## src/rtl/matmul_addr_sequencer.sv

```systemverilog
// Address sequencer for one C = A x B job: walks the i/j/k loop nest and issues
// one registered A/B/C byte-address triple per valid/ready beat.
module matmul_addr_sequencer #(
    parameter int unsigned ADDR_W = 32,
    parameter int unsigned DIM_W  = 5
) (
    input  logic              Clk,
    input  logic              Rst,
    input  logic              Start,
    input  logic [DIM_W-1:0]  Rows,
    input  logic [DIM_W-1:0]  Inner,
    input  logic [DIM_W-1:0]  Cols,
    input  logic [ADDR_W-1:0] ABase,
    input  logic [ADDR_W-1:0] BBase,
    input  logic [ADDR_W-1:0] CBase,
    input  logic              Ready,
    output logic              Valid,
    output logic [ADDR_W-1:0] AAddr,
    output logic [ADDR_W-1:0] BAddr,
    output logic [ADDR_W-1:0] CAddr,
    output logic              Last,
    output logic              Busy,
    output logic              Done
);

    typedef enum logic [1:0] {
        StIdle,
        StRun,
        StDone
    } state_e;

    localparam logic [DIM_W-1:0] DimOne = DIM_W'(1);

    state_e state_q, state_d;

    logic [DIM_W-1:0]  rows_q, rows_d;
    logic [DIM_W-1:0]  inner_q, inner_d;
    logic [DIM_W-1:0]  cols_q, cols_d;
    logic [ADDR_W-1:0] abase_q, abase_d;
    logic [ADDR_W-1:0] bbase_q, bbase_d;
    logic [ADDR_W-1:0] cbase_q, cbase_d;

    logic [DIM_W-1:0]  i_q, i_d;
    logic [DIM_W-1:0]  j_q, j_d;
    logic [DIM_W-1:0]  k_q, k_d;

    logic [ADDR_W-1:0] a_addr_q, a_addr_d;
    logic [ADDR_W-1:0] b_addr_q, b_addr_d;
    logic [ADDR_W-1:0] c_addr_q, c_addr_d;
    logic              last_q, last_d;

    logic              k_wrap;
    logic              j_wrap;
    logic              final_beat;

    // Row-major word offset (outer*stride + idx) scaled to bytes; operands zero-extended.
    function automatic logic [ADDR_W-1:0] byte_off(input logic [DIM_W-1:0] outer,
                                                  input logic [DIM_W-1:0] stride,
                                                  input logic [DIM_W-1:0] idx);
        logic [ADDR_W-1:0] word;
        word = ADDR_W'(outer) * ADDR_W'(stride) + ADDR_W'(idx);
        return word << 2;
    endfunction

    always_comb begin
        k_wrap     = (k_q == inner_q - DimOne);
        j_wrap     = k_wrap && (j_q == cols_q - DimOne);
        final_beat = j_wrap && (i_q == rows_q - DimOne);
    end

    always_comb begin
        state_d  = state_q;
        rows_d   = rows_q;
        inner_d  = inner_q;
        cols_d   = cols_q;
        abase_d  = abase_q;
        bbase_d  = bbase_q;
        cbase_d  = cbase_q;
        i_d      = i_q;
        j_d      = j_q;
        k_d      = k_q;
        a_addr_d = a_addr_q;
        b_addr_d = b_addr_q;
        c_addr_d = c_addr_q;
        last_d   = last_q;

        unique case (state_q)
            StIdle: begin
                if (Start) begin
                    rows_d  = Rows;
                    inner_d = Inner;
                    cols_d  = Cols;
                    abase_d = ABase;
                    bbase_d = BBase;
                    cbase_d = CBase;
                    i_d     = '0;
                    j_d     = '0;
                    k_d     = '0;
                    if (Rows == '0 || Inner == '0 || Cols == '0) begin
                        state_d = StDone;
                    end else begin
                        state_d  = StRun;
                        // First beat is (0,0,0): every offset is zero.
                        a_addr_d = ABase;
                        b_addr_d = BBase;
                        c_addr_d = CBase;
                        last_d   = (Inner == DimOne);
                    end
                end
            end

            StRun: begin
                if (Ready) begin
                    if (final_beat) begin
                        state_d  = StDone;
                        i_d      = '0;
                        j_d      = '0;
                        k_d      = '0;
                        a_addr_d = '0;
                        b_addr_d = '0;
                        c_addr_d = '0;
                        last_d   = 1'b0;
                    end else begin
                        if (!k_wrap) begin
                            k_d = k_q + DimOne;
                        end else begin
                            k_d = '0;
                            if (!j_wrap) begin
                                j_d = j_q + DimOne;
                            end else begin
                                j_d = '0;
                                i_d = i_q + DimOne;
                            end
                        end
                        // Triple for the next beat is loaded with the counters.
                        a_addr_d = abase_q + byte_off(i_d, inner_q, k_d);
                        b_addr_d = bbase_q + byte_off(k_d, cols_q, j_d);
                        c_addr_d = cbase_q + byte_off(i_d, cols_q, j_d);
                        last_d   = (k_d == inner_q - DimOne);
                    end
                end
            end

            StDone: begin
                state_d = StIdle;
            end

            default: begin
                state_d = StIdle;
            end
        endcase
    end

    always_ff @(posedge Clk) begin
        if (Rst) begin
            state_q  <= StIdle;
            rows_q   <= '0;
            inner_q  <= '0;
            cols_q   <= '0;
            abase_q  <= '0;
            bbase_q  <= '0;
            cbase_q  <= '0;
            i_q      <= '0;
            j_q      <= '0;
            k_q      <= '0;
            a_addr_q <= '0;
            b_addr_q <= '0;
            c_addr_q <= '0;
            last_q   <= 1'b0;
        end else begin
            state_q  <= state_d;
            rows_q   <= rows_d;
            inner_q  <= inner_d;
            cols_q   <= cols_d;
            abase_q  <= abase_d;
            bbase_q  <= bbase_d;
            cbase_q  <= cbase_d;
            i_q      <= i_d;
            j_q      <= j_d;
            k_q      <= k_d;
            a_addr_q <= a_addr_d;
            b_addr_q <= b_addr_d;
            c_addr_q <= c_addr_d;
            last_q   <= last_d;
        end
    end

    assign Valid = (state_q == StRun);
    assign Busy  = (state_q != StIdle);
    assign Done  = (state_q == StDone);
    assign Last  = last_q;
    assign AAddr = a_addr_q;
    assign BAddr = b_addr_q;
    assign CAddr = c_addr_q;

endmodule

```

## config.mk

```make
export PLATFORM = sky130hd
export DESIGN_NAME = matmul_addr_sequencer
export DESIGN_NICKNAME = d
export VERILOG_FILES = /design/src/rtl/matmul_addr_sequencer.sv
export SDC_FILE = /design/constraint.sdc
export NUM_CORES = 1
export LEC_CHECK = 0
export CAP_MARGIN = 25
export CELL_PAD_IN_SITES_DETAIL_PLACEMENT = 1
export CELL_PAD_IN_SITES_GLOBAL_PLACEMENT = 1
export CORE_MARGIN = 3
export CORE_UTILIZATION = 41
export DETAILED_ROUTE_END_ITERATION = 12
export PLACE_DENSITY_LB_ADDON = 0.2
export SKIP_LAST_GASP = 1
export SLEW_MARGIN = 10
export SYNTH_ARGS = -nofsm -noshare
export SYNTH_HDL_FRONTEND = slang
export SYNTH_SLANG_ARGS = --single-unit
```

## constraint.sdc

```tcl
create_clock -name Clk -period 7.5 [get_ports Clk]
set_input_delay 0.75 -clock Clk [delete_from_list [all_inputs] [get_ports Clk]]
set_output_delay 0.75 -clock Clk [all_outputs]
set_load 0.1 [all_outputs]
```

==> results of run 1 <==
[kinds of logic (layout without fill, tap and decap cells)]
| group | Yosys count | in the layout |
|---|---|---|
| mux | 5 | 5 |
| compound gates | 450 | 450 |
| xor+xnor | 114 | 114 |
| simple gates | 710 | 710 |
| buf+inv | 231 | 469 |
| fa+ha+maj | 151 | 151 |
| flops | 225 | 225 |
[metal layers]
metal,vias to the layer above,track usage
li1,6969,-
met1,7224,0.3654
met2,348,0.4251
met3,81,0.04325
met4,6,0.05360
met5,-,0
[power breakdown]
group	switching, uW	leakage (uW)	internal (uW)
logic	985	0.00566	387
registers	94.7	0.00185	1310
clock network	563	0.000462	833
[sequential cells by signal, summed over array words and instances (netlist names)]
signal,count
bbase_q,32
j_q,5
state_q,2
BAddr,32
CAddr,32
AAddr,32
inner_q,5
Last,1
k_q,5
cols_q,5
rows_q,5
abase_q,32
cbase_q,32
i_q,5
[worst max-delay path, delay by kind of cell (launching register included)]
| family | cells | cell delay (ns) |
|---|---|---|
| simple gates | 8 | 1.24 |
| compound gates | 8 | 1.68 |
| flops | 1 | 0.33 |
| fa+ha+maj | 6 | 2.43 |
| buf+inv | 7 | 0.87 |
| xor+xnor | 3 | 0.49 |
[stage by stage]
stage / instance area, um^2 / worst slack, ns / setup TNS, ns / hold WS, ns / instances
2_1_floorplan: 14860 / 0.7371 / 0 / 0.4361 / 1886
3_3_place_gp: 17760 / 0.4180 / 0 / 0.4424 / 2526
3_5_place_dp: 17780 / 0.1933 / 0 / 0.4527 / 2527
4_1_cts: 18730 / 0.1396 / 0 / 0.4607 / 2576
5_1_grt: 19000 / -0.1205 / -0.8274 / 0.4813 / 2585
6_report: 19000 / 0.3246 / 0 / 0.4598 / 2585
[layout make-up]
cell class | instances | area, um^2 | share of cell area
well taps | 461 | 576.8 | 0.03036
repair buffers | 306 | 2883 | 0.1517
clock inverters | 6 | 105.1 | 0.005531
multi-input cells | 1430 | 9666 | 0.5087
clock buffers | 43 | 837.1 | 0.04405
inverters | 114 | 427.9 | 0.02252
flip-flops and latches | 225 | 4506 | 0.2371
[final timing paths]
| kind | start | end | slack (ns) | cells past startpoint |
|---|---|---|---|---|
| hold / removal | abase_q[17] | abase_q[17] | 0.46 | 2 |
| setup / recovery | inner_q[0] | CAddr[26] | 0.32 | 32 |
| setup reg to reg | inner_q[0] | CAddr[26] | 0.32 | 32 |
| hold reg to reg | abase_q[17] | abase_q[17] | 0.46 | 2 |
[what timing repair did]
action,in CTS,in global routing
hold buffers,0,0
setup endpoints to repair,0,44
setup buffers,0,7
gates resized for setup,0,44
[cells in the final DEF (no fill, tap or decap), types with 52 or more instances in the layout]
cell type,n
nor2_1,131
dfxtp_1,224
nor3_1,79
ha_1,104
a21oi_1,194
clkdlybuf4s50_1,213
a221oi_1,60
xor2_1,52
buf_4,86
xnor2_1,55
inv_1,114
nand2_1,311
==> key figures, run 1 <==
Timing
  – Max frequency: 139.4 MHz
  – Worst-Margin Slew: 1.089 ns
  – # setup viols final: 0
  – Final hold viol count: 0
  – Final min period: 7.175 ns
  – Final Cycle Share: 0.9567
  – RSZ-0062 raised after global routing: true
  – Final Max Tran Viols: 0
  – Worst slew margin: 0.2718
  – Clock Skews: around 0.022 ns

Cells and area
  – Synth-to-layout area growth: 27.85%
  – Ant diodes: 0
  – Final #Nets: 2,371
  – Fillcell total: 4,276
  – Share of cells above drive strength 1: 0.08945
  – Final core utilization: 0.5329

Global routing
  – Global-route wire length before repair: between 80,000 and 90,000 um
  – Number of global-route vias before repair: 15,096
  – GRT Resource Usage Total: 0.2601
  – GR Overflow Total: 0
  – Initial antenna violation count: 4
  – Pin count of the biggest net entering global routing: 87

Placement
  – GPL Wtd Cong: 0.9050
  – DP HPWL: 36,890 um
  – Port bufs: 214

Clocking
  – CTS root buffer: clkbuf_16
  – Clock Sink Count: 225
  – CTS tree: built
  – Clock-pin slew of the registers on the worst-case setup and hold paths: 0.06 ns
  – CTS max path bufs: 3
  – H-tree level count: 1
  – Worst skew pair latency: 0.58 ns
  – TritonCTS buffer count: 28

Logic synthesis
  – Post-synthesis adder-cell area fraction: 0.1499
  – Post-synth EDFFs: 0
  – Synth Flop Type: dfxtp_1
  – Yosys warns: 0
  – Simple-gate area share of the yosys netlist: 0.2181
  – Area leader, netlist: dfxtp_1
  – Post-synth top cells: nand2_1, dfxtp_1, a21oi_1, nor2_1, inv_1
  – Multiplexer share of the synthesized area: 0.003536
  – Syn Area/Cell: 7.880 um^2
  – Post-synth ARST share: 0
  – Flops & latches, synth: around 230
  – Synth Area in Compound Gates: 0.1932
  – Top-count cell post-synth: nand2_1
  – Post-synth net total: roughly 2,200
  – Area contributors post-synth: dfxtp_1, ha_1, nand2_1, a21oi_1, fa_1
  – Synth top area share: 0.3031
  – Register area share after synthesis: 0.3031
  – Cells after Synth: 1,886
  – Synth unique cells: 75
  – Main combinational cell family by area after synthesis: simple AND/OR/NAND/NOR gates
  – Post-synthesis xor/xnor area fraction: 0.06996
  – Mapped cell area: 14,860 um^2

Routing
  – DR vias: 14,628
  – Wl on met1: 24,370 um
  – DRT antenna net count: 0
  – Starting DRT DRC Count: 793
  – First-pass detailed-route iteration total: 5
  – Top routing layer in use: met5
  – Met3 wire len: 2408 um
  – Metal2 WL: about 25,000 um
  – Vias per cell: 5.659
  – WL final: 52,540 um
  – Drt wl/cell: between 20 and 25 um
  – Residual DRC: 0

Floorplanning
  – Die X: 196.4 um
  – IO Count: 215
  – Rows: 69
  – Core ar.: about 36,000 um^2
  – Die Ht: 196.4 um
  – Initial Util: 0.4168
  – Die area: 38,570 um^2

Critical path
  – Max stage delay on crit path: 0.55 ns
  – Max FO, Critical Path: 6
  – Worst EP arrival: around 7.6 ns
  – Slowest CP cell: fa_1
  – Critical Path Sink Type: flip-flop
  – Most used cell, CP: buf_4
  – Element type at the critical path start: flip-flop
  – Critical setup path kind: flip-flop to flip-flop
  – Critical path required time: 7.93 ns

Hold path
  – Hold Path Class: flip-flop to flip-flop

Power
  – Pwr Total: 4177 uW
  – Max IR drop VDD: roughly 210 uV
  – Leakage: ~0.008 uW
  – Power Dens Cells: 219.9 nW/um^2

Run status
  – Status: completed

Run
  – Max_cap viols: 0
Note: power is estimated with default switching activity, not from simulation.
==> run 2, diff against run 1 <==
GPL_TIMING_DRIVEN = 0   (was unset)
==> run 2 against run 1 <==
Net effect: clock-buffer cell count unchanged; first-iteration DRC count up 1.8%; clock power down 6%; sequential share of layout area down 0.21 points; global-route usage up 3.5 points; cell area up 0.98%; total power down 0.20%; non-clock buffer count up 50.
==> key figures, run 2 (synthesis results as in run 1) <==
Routing
  – Top routing layer in use: met4 (was met5)
  – Drt wl/cell: 22.38 um (was 20.32 um)
  – Residual DRC: 0 (unchanged)
  – Starting DRT DRC Count: 807 (was 793)
  – Wl on met1: 25,890 um (was 24,370 um)
  – Met3 wire len: 3581 um (was 2408 um)
  – Vias per cell: 5.769 (was 5.659)
  – WL final: 58,980 um (was 52,540 um)
  – Metal2 WL: 27,140 um (was 24,560 um)
  – First-pass detailed-route iteration total: 5 (unchanged)
  – DR vias: 15,202 (was 14,628)
  – DRT antenna net count: 0 (unchanged)

Run
  – Max_cap viols: 0 (unchanged)

Global routing
  – GR Overflow Total: 0 (unchanged)
  – Pin count of the biggest net entering global routing: 15 (was 87)
  – Initial antenna violation count: 1 (was 4)
  – Global-route wire length before repair: 90,010 um (was 82,280 um)
  – Number of global-route vias before repair: 15,886 (was 15,096)
  – GRT Resource Usage Total: 0.2946 (was 0.2601)

Timing
  – Final Max Tran Viols: 0 (unchanged)
  – Worst slew margin: 0.2776 (was 0.2718)
  – Final min period: 7.297 ns (was 7.175 ns)
  – Max frequency: 137.0 MHz (was 139.4 MHz)
  – Clock Skews: 0.01614 ns (was 0.02175 ns)
  – Worst-Margin Slew: 1.084 ns (was 1.089 ns)
  – # setup viols final: 0 (unchanged)
  – RSZ-0062 raised after global routing: true (unchanged)
  – Final Cycle Share: 0.9729 (was 0.9567)
  – Final hold viol count: 0 (unchanged)

Cells and area
  – Synth-to-layout area growth: 29.10% (was 27.85%)
  – Final core utilization: 0.5381 (was 0.5329)
  – Commonest cells after routing, fill and taps aside: nand2_1, dfxtp_1, clkdlybuf4s50_1 (unchanged)
  – Share of cells above drive strength 1: 0.08790 (was 0.08945)
  – Fillcell total: 4,326 (was 4,276)
  – Commonest non-fill, non-tap cell in the layout: nand2_1 (unchanged)
  – Final #Nets: 2,420 (was 2,371)
  – Design area: 19,190 um^2 (was 19,000 um^2)

Clocking
  – H-tree level count: 1 (unchanged)
  – CTS max path bufs: 3 (unchanged)
  – Hold_buf cts: 0 (unchanged)
  – CTS tree: built (unchanged)
  – Worst skew pair latency: 0.57 ns (was 0.58 ns)
  – Clock-pin slew of the registers on the worst-case setup and hold paths: 0.06 ns (about the same)
  – CTS root buffer: clkbuf_16 (unchanged)
  – Clock Sink Count: 225 (unchanged)
  – TritonCTS buffer count: 27 (was 28)

Critical path
  – Worst reg-to-reg setup slack: 0.20 ns (was 0.32 ns)
  – Critical Path Sink Type: flip-flop (unchanged)
  – Launching point of the worst reg2reg path: cols_q[0] (was inner_q[0])
  – Critical path required time: 7.98 ns (was 7.93 ns)
  – Max FO, Critical Path: 8 (was 6)
  – Worst r2r dst: CAddr[25] (was CAddr[26])
  – Element type at the critical path start: flip-flop (unchanged)
  – Slowest CP cell: fa_1 (unchanged)
  – Worst Reg-to-Reg Cells: 32 (unchanged)
  – Worst EP arrival: 7.78 ns (was 7.61 ns)
  – Max stage delay on crit path: 0.55 ns (about the same)
  – Critical setup path kind: flip-flop to flip-flop (unchanged)

Floorplanning
  – IO Count: 215 (unchanged)
  – Rows: 69 (unchanged)
  – Core ar.: 35,660 um^2 (unchanged)
  – Initial Util: 0.4168 (unchanged)
  – Die X: 196.4 um (unchanged)
  – Die area: 38,570 um^2 (unchanged)
  – Die Ht: 196.4 um (unchanged)

Hold path
  – Hold Path Class: flip-flop to flip-flop (unchanged)
  – Worst Min Path Start: abase_q[0] (was abase_q[17])
  – Hold Crit Depth: 2 (unchanged)
  – Hold Path End: abase_q[0] (was abase_q[17])

Power
  – Power Dens Cells: 217.3 nW/um^2 (was 219.9 nW/um^2)
  – Max IR drop VDD: 171.6 uV (was 206.3 uV)
  – Pwr Total: 4169 uW (was 4177 uW)
  – Leakage: 0.007880 uW (was 0.007974 uW)

Placement
  – Post-DP Area: 17,570 um^2 (was 17,780 um^2)
  – GPL Wtd Cong: 0.9642 (was 0.9050)
  – DP HPWL: 44,400 um (was 36,890 um)
  – Port bufs: 213 (was 214)

Run status
  – Status: completed (unchanged)
-- run 2: cell count changes in the layout (fill, tap and decap cells not counted), sizes merged --
cell           delta
diode             +1
clkinvlp          +3
clkinv            -2
inv               -1
clkdlybuf4s18     -1
bufinv            -1
clkbuf           +76
buf              -25
-- run 2: what timing repair did --
action                                  CTS  global route
pin swaps                                 3            37
setup buffers                             4            28
endpoints found under the hold margin     0             0
endpoints found under the setup margin   61            61
resized for setup                        36            76
gates cloned                              0             1
-- run 2: metrics by stage --
step	hold WS, ns	cells	worst slack (ns)	setup TNS [ns]
global route	0.4877	2635	-0.1157	-1.825
detailed placement	0.4508	2560	-1.037	-32.64
finish	0.4590	2635	0.2031	0
floorplan	0.4361	1886	0.7371	0
global placement	0.4426	2560	-0.9487	-26.84
CTS	0.4594	2608	-0.01850	-0.03171
-- run 2: power by group --
| part | internal [uW] | total [uW] | switching (uW) |
|---|---|---|---|
| clock network | 752 | 1320 | 565 |
| registers | 1310 | 1410 | 99.1 |
| logic | 394 | 1440 | 1050 |
-- run 2: layer usage --
metal,GRT usage,vias to the layer above
li1,-,7067
met2,0.4795,479
met5,0,-
met3,0.05077,128
met1,0.3956,7528
met4,0.1072,0
-- run 2: critical path: cells and delay by family, from the launching register on --
kind / cells / cell delay [ns]
xor+xnor: 3 / 0.61
compound gates: 9 / 1.57
buf+inv: 7 / 0.95
flops: 1 / 0.33
fa+ha+maj: 6 / 2.45
simple gates: 7 / 1.29
-- run 2: layout make-up --
cell class / instances / area (um^2) / area share
Buffer: 110 / 489.2 / 0.02550
Clock buffer: 43 / 785.8 / 0.04095
Sequential cell: 225 / 4509 / 0.2350
Multi-Input combinational cell: 1430 / 9936 / 0.5178
Timing Repair Buffer: 246 / 2381 / 0.1241
Inverter: 114 / 435.4 / 0.02269
Tap cell: 461 / 576.8 / 0.03006
Clock inverter: 5 / 71.32 / 0.003717
Antenna cell: 1 / 2.502 / 0.0001304
-- run 2: worst max path at each step --
stage                    from         to  slack [ns]
CTS                 cols_q[0]  CAddr[25]       -0.02
global placement    cols_q[1]  AAddr[23]       -0.95
global route        cols_q[0]  CAddr[25]       -0.12
detailed placement  cols_q[1]  AAddr[23]       -1.04
finish              cols_q[0]  CAddr[25]        0.20
floorplan           cols_q[1]  AAddr[23]        0.74
